--- config.mk ---
export PLATFORM = sky130hd
export DESIGN_NAME = stream_mux_rr_flat
export DESIGN_NICKNAME = d
export VERILOG_FILES = /design/src/rtl/stream_mux_rr_if.sv /design/src/rtl/stream_mux_rr.sv /design/src/flat_wrapper.sv
export SDC_FILE = /design/constraint.sdc
export NUM_CORES = 1
export LEC_CHECK = 0
export ABC_AREA = 1
export CAP_MARGIN = 20
export CORE_MARGIN = 4
export CORE_UTILIZATION = 30
export DETAILED_ROUTE_END_ITERATION = 8
export GPL_ROUTABILITY_DRIVEN = 0
export SKIP_LAST_GASP = 1
export SLEW_MARGIN = 20
export SYNTH_ARGS = -nofsm -noshare
export SYNTH_HDL_FRONTEND = slang
export SYNTH_SLANG_ARGS = --single-unit
--- constraint.sdc ---
create_clock -name clk -period 4.5 [get_ports clk]
set_input_delay 1.125 -clock clk [delete_from_list [all_inputs] [get_ports clk]]
set_output_delay 1.125 -clock clk [all_outputs]
set_load 0.02 [all_outputs]
--- src/rtl/stream_mux_rr_if.sv ---
// Stream bus for stream_mux_rr: NUM_CH input valid/ready channels merged onto one output.
// in_last/out_last exist only when STREAM_MUX_LOCK_EN is defined.
interface stream_mux_rr_if #(
  parameter int WIDTH  = 8,
  parameter int NUM_CH = 4
);
  localparam int CH_W = $clog2(NUM_CH);

  logic [NUM_CH*WIDTH-1:0] in_data;
  logic [NUM_CH-1:0]       in_valid;
  logic [NUM_CH-1:0]       in_ready;
  logic [WIDTH-1:0]        out_data;
  logic                    out_valid;
  logic                    out_ready;
  logic [CH_W-1:0]         out_ch;
`ifdef STREAM_MUX_LOCK_EN
  logic [NUM_CH-1:0]       in_last;
  logic                    out_last;

  modport slave (
    input  in_data, in_valid, in_last, out_ready,
    output in_ready, out_data, out_valid, out_ch, out_last
  );
  modport master (
    output in_data, in_valid, in_last, out_ready,
    input  in_ready, out_data, out_valid, out_ch, out_last
  );
`else
  modport slave (
    input  in_data, in_valid, out_ready,
    output in_ready, out_data, out_valid, out_ch
  );
  modport master (
    output in_data, in_valid, out_ready,
    input  in_ready, out_data, out_valid, out_ch
  );
`endif
endinterface

--- src/rtl/stream_mux_rr.sv ---
// Round-robin N:1 valid/ready stream merge with a registered output stage.
// Optional atomic-burst locking is enabled by defining STREAM_MUX_LOCK_EN.
module stream_mux_rr #(
  parameter int WIDTH  = 8,
  parameter int NUM_CH = 4
) (
  input logic            clk,
  input logic            rst_n,
  stream_mux_rr_if.slave bus
);
  localparam int CH_W = $clog2(NUM_CH);

  logic [WIDTH-1:0]  data_q;
  logic              valid_q;
  logic [CH_W-1:0]   ch_q;
  logic [CH_W-1:0]   last_grant;

  logic              load;
  logic [NUM_CH-1:0] eligible;
  logic [NUM_CH-1:0] grant;
  logic [CH_W-1:0]   grant_idx;
  logic              any_grant;
  logic [WIDTH-1:0]  sel_data;

  assign load = ~valid_q | bus.out_ready;

`ifdef STREAM_MUX_LOCK_EN
  logic lock;
  logic last_q;
  logic sel_last;

  // While locked, last_grant holds the burst owner and only it may compete.
  assign eligible = lock ? (bus.in_valid & (NUM_CH'(1) << last_grant)) : bus.in_valid;

  always_comb begin
    sel_last = 1'b0;
    for (int i = 0; i < NUM_CH; i++) begin
      if (grant[i]) sel_last = bus.in_last[i];
    end
  end

  assign bus.out_last = last_q;
`else
  assign eligible = bus.in_valid;
`endif

  always_comb begin : arb
    logic [CH_W-1:0] idx;
    idx       = '0;
    grant     = '0;
    grant_idx = '0;
    any_grant = 1'b0;
    for (int k = 1; k <= NUM_CH; k++) begin
      idx = CH_W'((int'(last_grant) + k) % NUM_CH);
      if (!any_grant && eligible[idx]) begin
        any_grant      = 1'b1;
        grant_idx      = idx;
        grant[idx]     = 1'b1;
      end
    end
  end

  always_comb begin
    sel_data = '0;
    for (int i = 0; i < NUM_CH; i++) begin
      if (grant[i]) sel_data = bus.in_data[i*WIDTH +: WIDTH];
    end
  end

  assign bus.in_ready  = load ? grant : '0;
  assign bus.out_data  = data_q;
  assign bus.out_valid = valid_q;
  assign bus.out_ch    = ch_q;

  always_ff @(posedge clk or negedge rst_n) begin
    if (!rst_n) begin
      data_q     <= '0;
      valid_q    <= 1'b0;
      ch_q       <= '0;
      last_grant <= CH_W'(NUM_CH - 1);
`ifdef STREAM_MUX_LOCK_EN
      lock       <= 1'b0;
      last_q     <= 1'b0;
`endif
    end else if (load) begin
      if (any_grant) begin
        data_q     <= sel_data;
        valid_q    <= 1'b1;
        ch_q       <= grant_idx;
        last_grant <= grant_idx;
`ifdef STREAM_MUX_LOCK_EN
        lock       <= ~sel_last;
        last_q     <= sel_last;
`endif
      end else begin
        valid_q <= 1'b0;
      end
    end
  end
endmodule

--- src/flat_wrapper.sv ---
// flat-port wrapper written by rule: the top's interface ports become plain ports
module stream_mux_rr_flat 
#(
  parameter int WIDTH  = 8,
  parameter int NUM_CH = 4
)
  (clk, rst_n, bus_in_data, bus_in_valid, bus_out_ready, bus_in_ready, bus_out_data, bus_out_valid, bus_out_ch);
  stream_mux_rr_if #(.WIDTH(WIDTH), .NUM_CH(NUM_CH)) bus_i ();
  input logic clk;
  input logic rst_n;
  input wire logic [$bits(bus_i.in_data)-1:0] bus_in_data;
  input wire logic [$bits(bus_i.in_valid)-1:0] bus_in_valid;
  input wire logic [$bits(bus_i.out_ready)-1:0] bus_out_ready;
  output wire logic [$bits(bus_i.in_ready)-1:0] bus_in_ready;
  output wire logic [$bits(bus_i.out_data)-1:0] bus_out_data;
  output wire logic [$bits(bus_i.out_valid)-1:0] bus_out_valid;
  output wire logic [$bits(bus_i.out_ch)-1:0] bus_out_ch;
  assign bus_i.in_data = bus_in_data;
  assign bus_i.in_valid = bus_in_valid;
  assign bus_i.out_ready = bus_out_ready;
  assign bus_in_ready = bus_i.in_ready;
  assign bus_out_data = bus_i.out_data;
  assign bus_out_valid = bus_i.out_valid;
  assign bus_out_ch = bus_i.out_ch;
  stream_mux_rr #(.WIDTH(WIDTH), .NUM_CH(NUM_CH)) u_core (.clk(clk), .rst_n(rst_n), .bus(bus_i));
endmodule
==> metrics, run 1 <==
total core area 4060 µm²; GRT Util Overall 0.134; share of synthesized registers carrying an async set or reset 1.00; Period minus WS final 4240 ps; Power Density 895 nW/µm²; Rows 23; Sequential Power Share 0.143; vias in the first global route 1,214; endpoint class of the critical path output pin; post-CTS resize count 0; ys flop type dfrtp_1; placed instance area 1840 µm²; startpoint types input port; layout cells sized above 1 0.134; Final period util 0.943; VDD IR max 0.374 mV; die area 5350 µm²; WP data arrival 3120 ps; Post-DP HPWL 2.85 mm; Num CTS Buffers 3; Hold Crit Class reg2reg; initial core utilization 0.314; global-route wire length before repair 5.68 mm; Unique masters post-synth 28; Net Count, Synth 231; antenna violations before repair 0; Final Routed Wirelength 3.59 mm; clock group share of total power 0.060; Pint 0.000769 W; # IOs 54; Max Cap Viol 0; flops & latches, synth 13; Reg2Reg Setup Slack 1960 ps; final core utilization 0.466; largest net degree at the start of global routing 17; critical-path cell list clkdlybuf4s50_1 > nand2_1 > nand3_1 > nand2_2 > nand2_1 > nor2_4 > nand2_1 > nand3_4 > nand2_1 > inv_1 > clkdlybuf4s50_1; post-CTS setup repair buffer count 0; via/cell ratio 4.53; critical setup path kind in2out; latest clock arrival within the worst-skew pair 240 ps; Slew @ Worst Pin 560 ps; synthesized area per cell 6.92 µm²; Die Height 73.2 µm; die width 73.2 µm; RSZ-0062 raised after global routing no; CTS Hold Buffers Added 0; Slew Viols, Final 0; cell at the slowest stage of the critical path clkdlybuf4s50_1; grt ovf 0; DRT iter0 DRCs 79; Setup TNS Final 0 ps; Root Buffer clkbuf_8; synthesis-to-finish area growth 48.3%; worst path buffer plus inverter count 3; most used cell, CP nand2_1; router iterations before antenna repair 4; layout net count 286; routed len/inst 12.5 µm; Worst Path Required 3380 ps; clock buffer depth 2; DRC Markers 0; via count 1,304; Synth Instances 184; combinational power share 0.796; Pleak 0.892 nW; number of warnings issued by yosys 0; IO Port Bufs 53; synthesized area 1270 µm²; final instance area 1890 µm²; Top delay family on crit path buffers and inverters; Rel. slew slack 0.625; Sw Pwr 0.000923 W; ant diodes 0; Post-synth EDFFs 0; Fmax achieved 236 MHz; Worst-path clk slew 60 ps; sequential-to-total area share from yosys stat 0.257; Final Setup Violations 0; CTS tree yes; clock sinks 13; CP max stage delay 590 ps; outcome completed; antenna-violating nets left 0; Sw Ratio 0.546; Setup Skew 4.18 ps; Final Hold Violating Endpoints 0; largest fanout on the critical path 10; htree depth 1
==> routing by layer <==
layer / GRT usage / up-vias / wire [µm]
li1: - / 708 / -
met1: 0.194 / 575 / 1780
met3: 0.0193 / 2 / 112
met2: 0.207 / 19 / 1690
met5: 0 / - / 0
met4: 0.0369 / 0 / 14
==> cells in the mapped netlist (2+ instances only) <==
| master | number | area [µm²] |
|---|---|---|
| a21oi_2 | 3 | 26.3 |
| nor2_1 | 11 | 41.3 |
| buf_6 | 2 | 22.5 |
| inv_2 | 3 | 11.3 |
| nor2_4 | 3 | 33.8 |
| o21ai_0 | 2 | 10.0 |
| dfstp_2 | 2 | 52.6 |
| ha_1 | 8 | 100 |
| nand2_2 | 6 | 37.5 |
| nand3_4 | 2 | 35.0 |
| inv_1 | 18 | 67.6 |
| a21boi_0 | 2 | 15.0 |
| nand3_2 | 2 | 20.0 |
| nand2_4 | 2 | 22.5 |
| dfrtp_1 | 11 | 275 |
| a21oi_1 | 31 | 155 |
| nand2_1 | 48 | 180 |
| nand3_1 | 18 | 90.1 |
==> power groups by stage <==
stage | Sequential, W | Combinational, W | Clock, W
after floorplan | 0.000297 | 0.000928 | 0
after global placement | 0.000244 | 0.00135 | 0
after detailed placement | 0.000244 | 0.00135 | 0
after CTS | 0.000243 | 0.00136 | 0.000105
after global routing | 0.000252 | 0.00149 | 0.000113
final | 0.000242 | 0.00135 | 0.000102
==> worst register-to-register path, stage by stage, from the launching register on <==
cell and delay (ps):
dfstp_2 660, inv_2 160, ha_1 360, inv_1 120, nand3_1 80, nand2_1 70, and2b_4 210, nand3_1 110
nand3_4 150, inv_2 160, nand3_1 80, nand2_1 70, nand2_1 90, a21oi_1 160
==> registers in the layout, indices dropped and copies added (netlist names) <==
register              cells
u_core.bus.out_data       8
u_core.bus.out_ch         2
u_core.last_grant         2
u_core.bus.out_valid      1
==> layout make-up <==
| type | count | area [µm²] |
|---|---|---|
| clock buffer | 3 | 41.3 |
| clock inverter | 1 | 5.00 |
| fill | 420 | 2170 |
| inverter | 21 | 78.8 |
| multi-input combinational | 146 | 836 |
| sequential | 13 | 328 |
| tap | 50 | 62.6 |
| timing repair buffer | 54 | 538 |
==> cells by family after synthesis <==
| logic type | share of synthesized area |
|---|---|
| AOI/OAI and AO/OA | 0.195 |
| adders and majority gates | 0.0786 |
| buffers and inverters | 0.0864 |
| DFF | 0.257 |
| and+or+nand+nor | 0.383 |
==> stage by stage <==
step | hold slack, ps | setup slack, ps | cells | total power [W]
6_report | 478 | 259 | 288 | 0.00169
2_1_floorplan | 589 | 1230 | 184 | 0.00122
5_1_grt | 542 | 82.8 | 288 | 0.00186
4_1_cts | 488 | 256 | 288 | 0.00170
3_3_place_gp | 476 | 278 | 284 | 0.00159
3_5_place_dp | 471 | 254 | 284 | 0.00160
==> cells in the final DEF, fill, tap and decap left out, types with 2 or more instances in the layout <==
cell type	n
dfstp_2	2
o21ai_0	2
clkbuf_8	3
a21oi_2	3
a21boi_0	2
inv_1	18
a21oi_1	31
ha_1	8
nor2_1	11
nand2_4	2
nand3_4	2
nand3_1	18
dfrtp_1	11
nor2_4	3
nand2_1	48
inv_2	3
nand3_2	2
nand2_2	6
clkdlybuf4s50_1	53
==> final timing paths <==
check / end / from / cells past startpoint
worst min-delay path: u_core.bus.out_ch[1]$_DFFE_PN0P_ / u_core.bus.out_ch[1]$_DFFE_PN0P_ / 2
worst max register to register: u_core.bus.out_data[7]$_DFFE_PN0P_ / u_core.last_grant[0]$_DFFE_PN1P_ / 13
worst min register to register: u_core.bus.out_ch[1]$_DFFE_PN0P_ / u_core.bus.out_ch[1]$_DFFE_PN0P_ / 2
max in group asynchronous: u_core.bus.out_data[7]$_DFFE_PN0P_ / rst_n / 1
min in group asynchronous: u_core.bus.out_ch[1]$_DFFE_PN0P_ / rst_n / 1
worst max-delay path: bus_in_ready[1] / bus_in_valid[3] / 11
Power figures use the tool's default switching activity.
==> run 2: changes to the inputs <==
--- a/config.mk
+++ b/config.mk
@@ -7,6 +7,7 @@
 export LEC_CHECK = 0
 export ABC_AREA = 1
 export CAP_MARGIN = 20
+export CORE_ASPECT_RATIO = 0.6
 export CORE_MARGIN = 4
 export CORE_UTILIZATION = 30
 export DETAILED_ROUTE_END_ITERATION = 8
==> run 2 against run 1 <==
First-iteration DRC count is 18% lower. Die area is 0.63% higher. Count of clock-buffer cells in the layout is 1 higher. Final cell count is 3.5% higher. Cell area is 0.60% higher. Critical path type unchanged.
==> metrics, run 2 (same netlist as run 1, synthesis figures left out) <==
outcome completed; most frequent cells in the layout 53 x clkdlybuf4s50_1, 48 x nand2_1, 31 x a21oi_1, 18 x inv_1, 18 x nand3_1; Num CTS Buffers 3 (unchanged); # IOs 54 (unchanged); layout cells sized above 1 0.130 (-0.00420); Slew Viols, Final 0 (unchanged); critical setup path kind in2out; largest fanout on the critical path 10 (unchanged); Worst-path clk slew 50 ps (about the same); synthesis-to-finish area growth 49.2%; die area 5390 µm² (+0.63%); GR peak layer met1; Post-DP HPWL 2.97 mm (+4.0%); antenna violations before repair 0 (unchanged); most used cell, CP nand2_1; Max Cap Viol 0 (unchanged); Hold Crit Class reg2reg; htree depth 1 (unchanged); multi-input logic area 836 µm² (unchanged); register area 328 µm² (unchanged); GR met1 Demand/Resource 0.219 (+0.0250); via/cell ratio 4.54 (+0.20%); routed len/inst 12.6 µm (+0.92%); placed instance area 1860 µm² (+0.68%); total core area 4100 µm² (+1.0%); layout net count 286 (unchanged); Top delay family on crit path buffers and inverters; antenna-violating nets left 0 (unchanged); Rel. slew slack 0.623 (-0.00181); Power Density 903 nW/µm² (+0.84%); Slew @ Worst Pin 563 ps (+2.71 ps); DRC Markers 0 (unchanged); CTS Hold Buffers Added 0 (unchanged); clock buffer depth 2 (unchanged); ant diodes 0 (unchanged); Final period util 0.945 (+0.00260); global-route wire length before repair 5.95 mm (+4.9%); Final Setup Violations 0 (unchanged); Setup Skew 0.669 ps (-3.51 ps); Rows 18 (-22%); latest clock arrival within the worst-skew pair 240 ps (about the same); grt ovf 0 (unchanged); final core utilization 0.464 (-0.00194); Final Routed Wirelength 3.75 mm (+4.4%); CTS tree yes; Filler cells 432 (+2.9%); global routing usage on met3 0.0319 (+0.0126); post-CTS setup repair buffer count 0 (unchanged); clock sinks 13 (unchanged); Final Hold Violating Endpoints 0 (unchanged); die width 92.1 µm (+26%); final instance area 1900 µm² (+0.60%); final worst slack 247 ps (-11.7 ps); via count 1,352 (+3.7%); startpoint types input port; largest net degree at the start of global routing 17 (unchanged); critical-path cell list clkdlybuf4s50_1 > nand2_1 > nand3_1 > nand2_2 > nand2_1 > nor2_4 > nand2_1 > nand3_4 > nand2_1 > inv_1 > clkdlybuf4s50_1; VDD IR max 0.370 mV (-1.1%); Root Buffer clkbuf_8; M2 GR Usage 0.186 (-0.0209); Die Height 58.5 µm (-20%); Fmax achieved 235 MHz (-0.28%); initial core utilization 0.311 (-0.00316); vias in the first global route 1,290 (+6.3%); CP max stage delay 590 ps (about the same); commonest non-fill, non-tap cell in the layout clkdlybuf4s50_1; max reg flops 8 (unchanged); cell at the slowest stage of the critical path clkdlybuf4s50_1; worst path buffer plus inverter count 3 (unchanged); router iterations before antenna repair 4 (unchanged); Worst Path Required 3380 ps (about the same); Pleak 0.889 nW (-0.31%); Setup WS pre-CTS 236 ps (-17.9 ps); WP data arrival 3130 ps (about the same); GRT Util Overall 0.138 (+0.00410); IO Port Bufs 53 (unchanged); Period minus WS final 4250 ps (+11.7 ps); post-CTS resize count 0 (unchanged); Setup TNS Final 0 ps (unchanged); endpoint class of the critical path output pin; DRT iter0 DRCs 65 (-18%); overall power 0.00172 W (+1.4%); RSZ-0062 raised after global routing no
==> run 2: cell types whose count changed in the layout (fill, tap and decap cells not counted) <==
| cell | previous run | this run |
|---|---|---|
| clkbuf_1 | 0 | 1 |
| clkinv_2 | 1 | 0 |
==> run 2: worst paths after layout <==
path / start / end / slack, ps / cells past startpoint
max: bus_in_valid[3] / bus_in_ready[1] / 250 / 11
min: u_core.bus.out_ch[0]$_DFFE_PN0P_ / u_core.bus.out_ch[0]$_DFFE_PN0P_ / 480 / 2
max reg2reg: u_core.last_grant[1]$_DFFE_PN1P_ / u_core.bus.out_data[6]$_DFFE_PN0P_ / 1950 / 13
min reg2reg: u_core.bus.out_ch[0]$_DFFE_PN0P_ / u_core.bus.out_ch[0]$_DFFE_PN0P_ / 480 / 2
max in group asynchronous: rst_n / u_core.last_grant[1]$_DFFE_PN1P_ / 2880 / 1
min in group asynchronous: rst_n / u_core.bus.out_data[6]$_DFFE_PN0P_ / 1250 / 1
==> run 2: layer usage <==
metal | part of all wire | routed length, µm
met1 | 0.54 | 2030
met2 | 0.38 | 1420
met3 | 0.075 | 283
met4 | 0.0045 | 17
met5 | 0 | 0
==> run 2: layout make-up <==
cell class                      instances  area share
Tap cell                               60      0.0395
Inverter                               21      0.0415
Multi-Input combinational cell        146       0.440
Sequential cell                        13       0.172
Timing Repair Buffer                   54       0.283
Clock buffer                            4      0.0237
==> run 2: power by group <==
part | switching (W) | internal, W | leakage, nW
clock | 0.0000392 | 0.0000624 | 0.0228
sequential | 0.0000528 | 0.000192 | 0.150
combinational | 0.000854 | 0.000516 | 0.717
==> run 2: worst register-to-register path: stages (launching register included) <==
cell and delay, ps:
dfstp_2 600, inv_1 190, ha_1 390, inv_1 100, nand2_2 100, nand2_4 80, nor2_4 210, a21boi_0 150
nand3_2 100, buf_4 150, nand3_1 80, nand2_1 70, nand2_1 100, a21oi_1 150
==> run 2: per-stage QoR <==
step | hold WS [ps] | std cells
6_report | 481 | 298
5_1_grt | 525 | 298
4_1_cts | 490 | 298
3_5_place_dp | 473 | 294
3_3_place_gp | 478 | 294
2_1_floorplan | 589 | 184
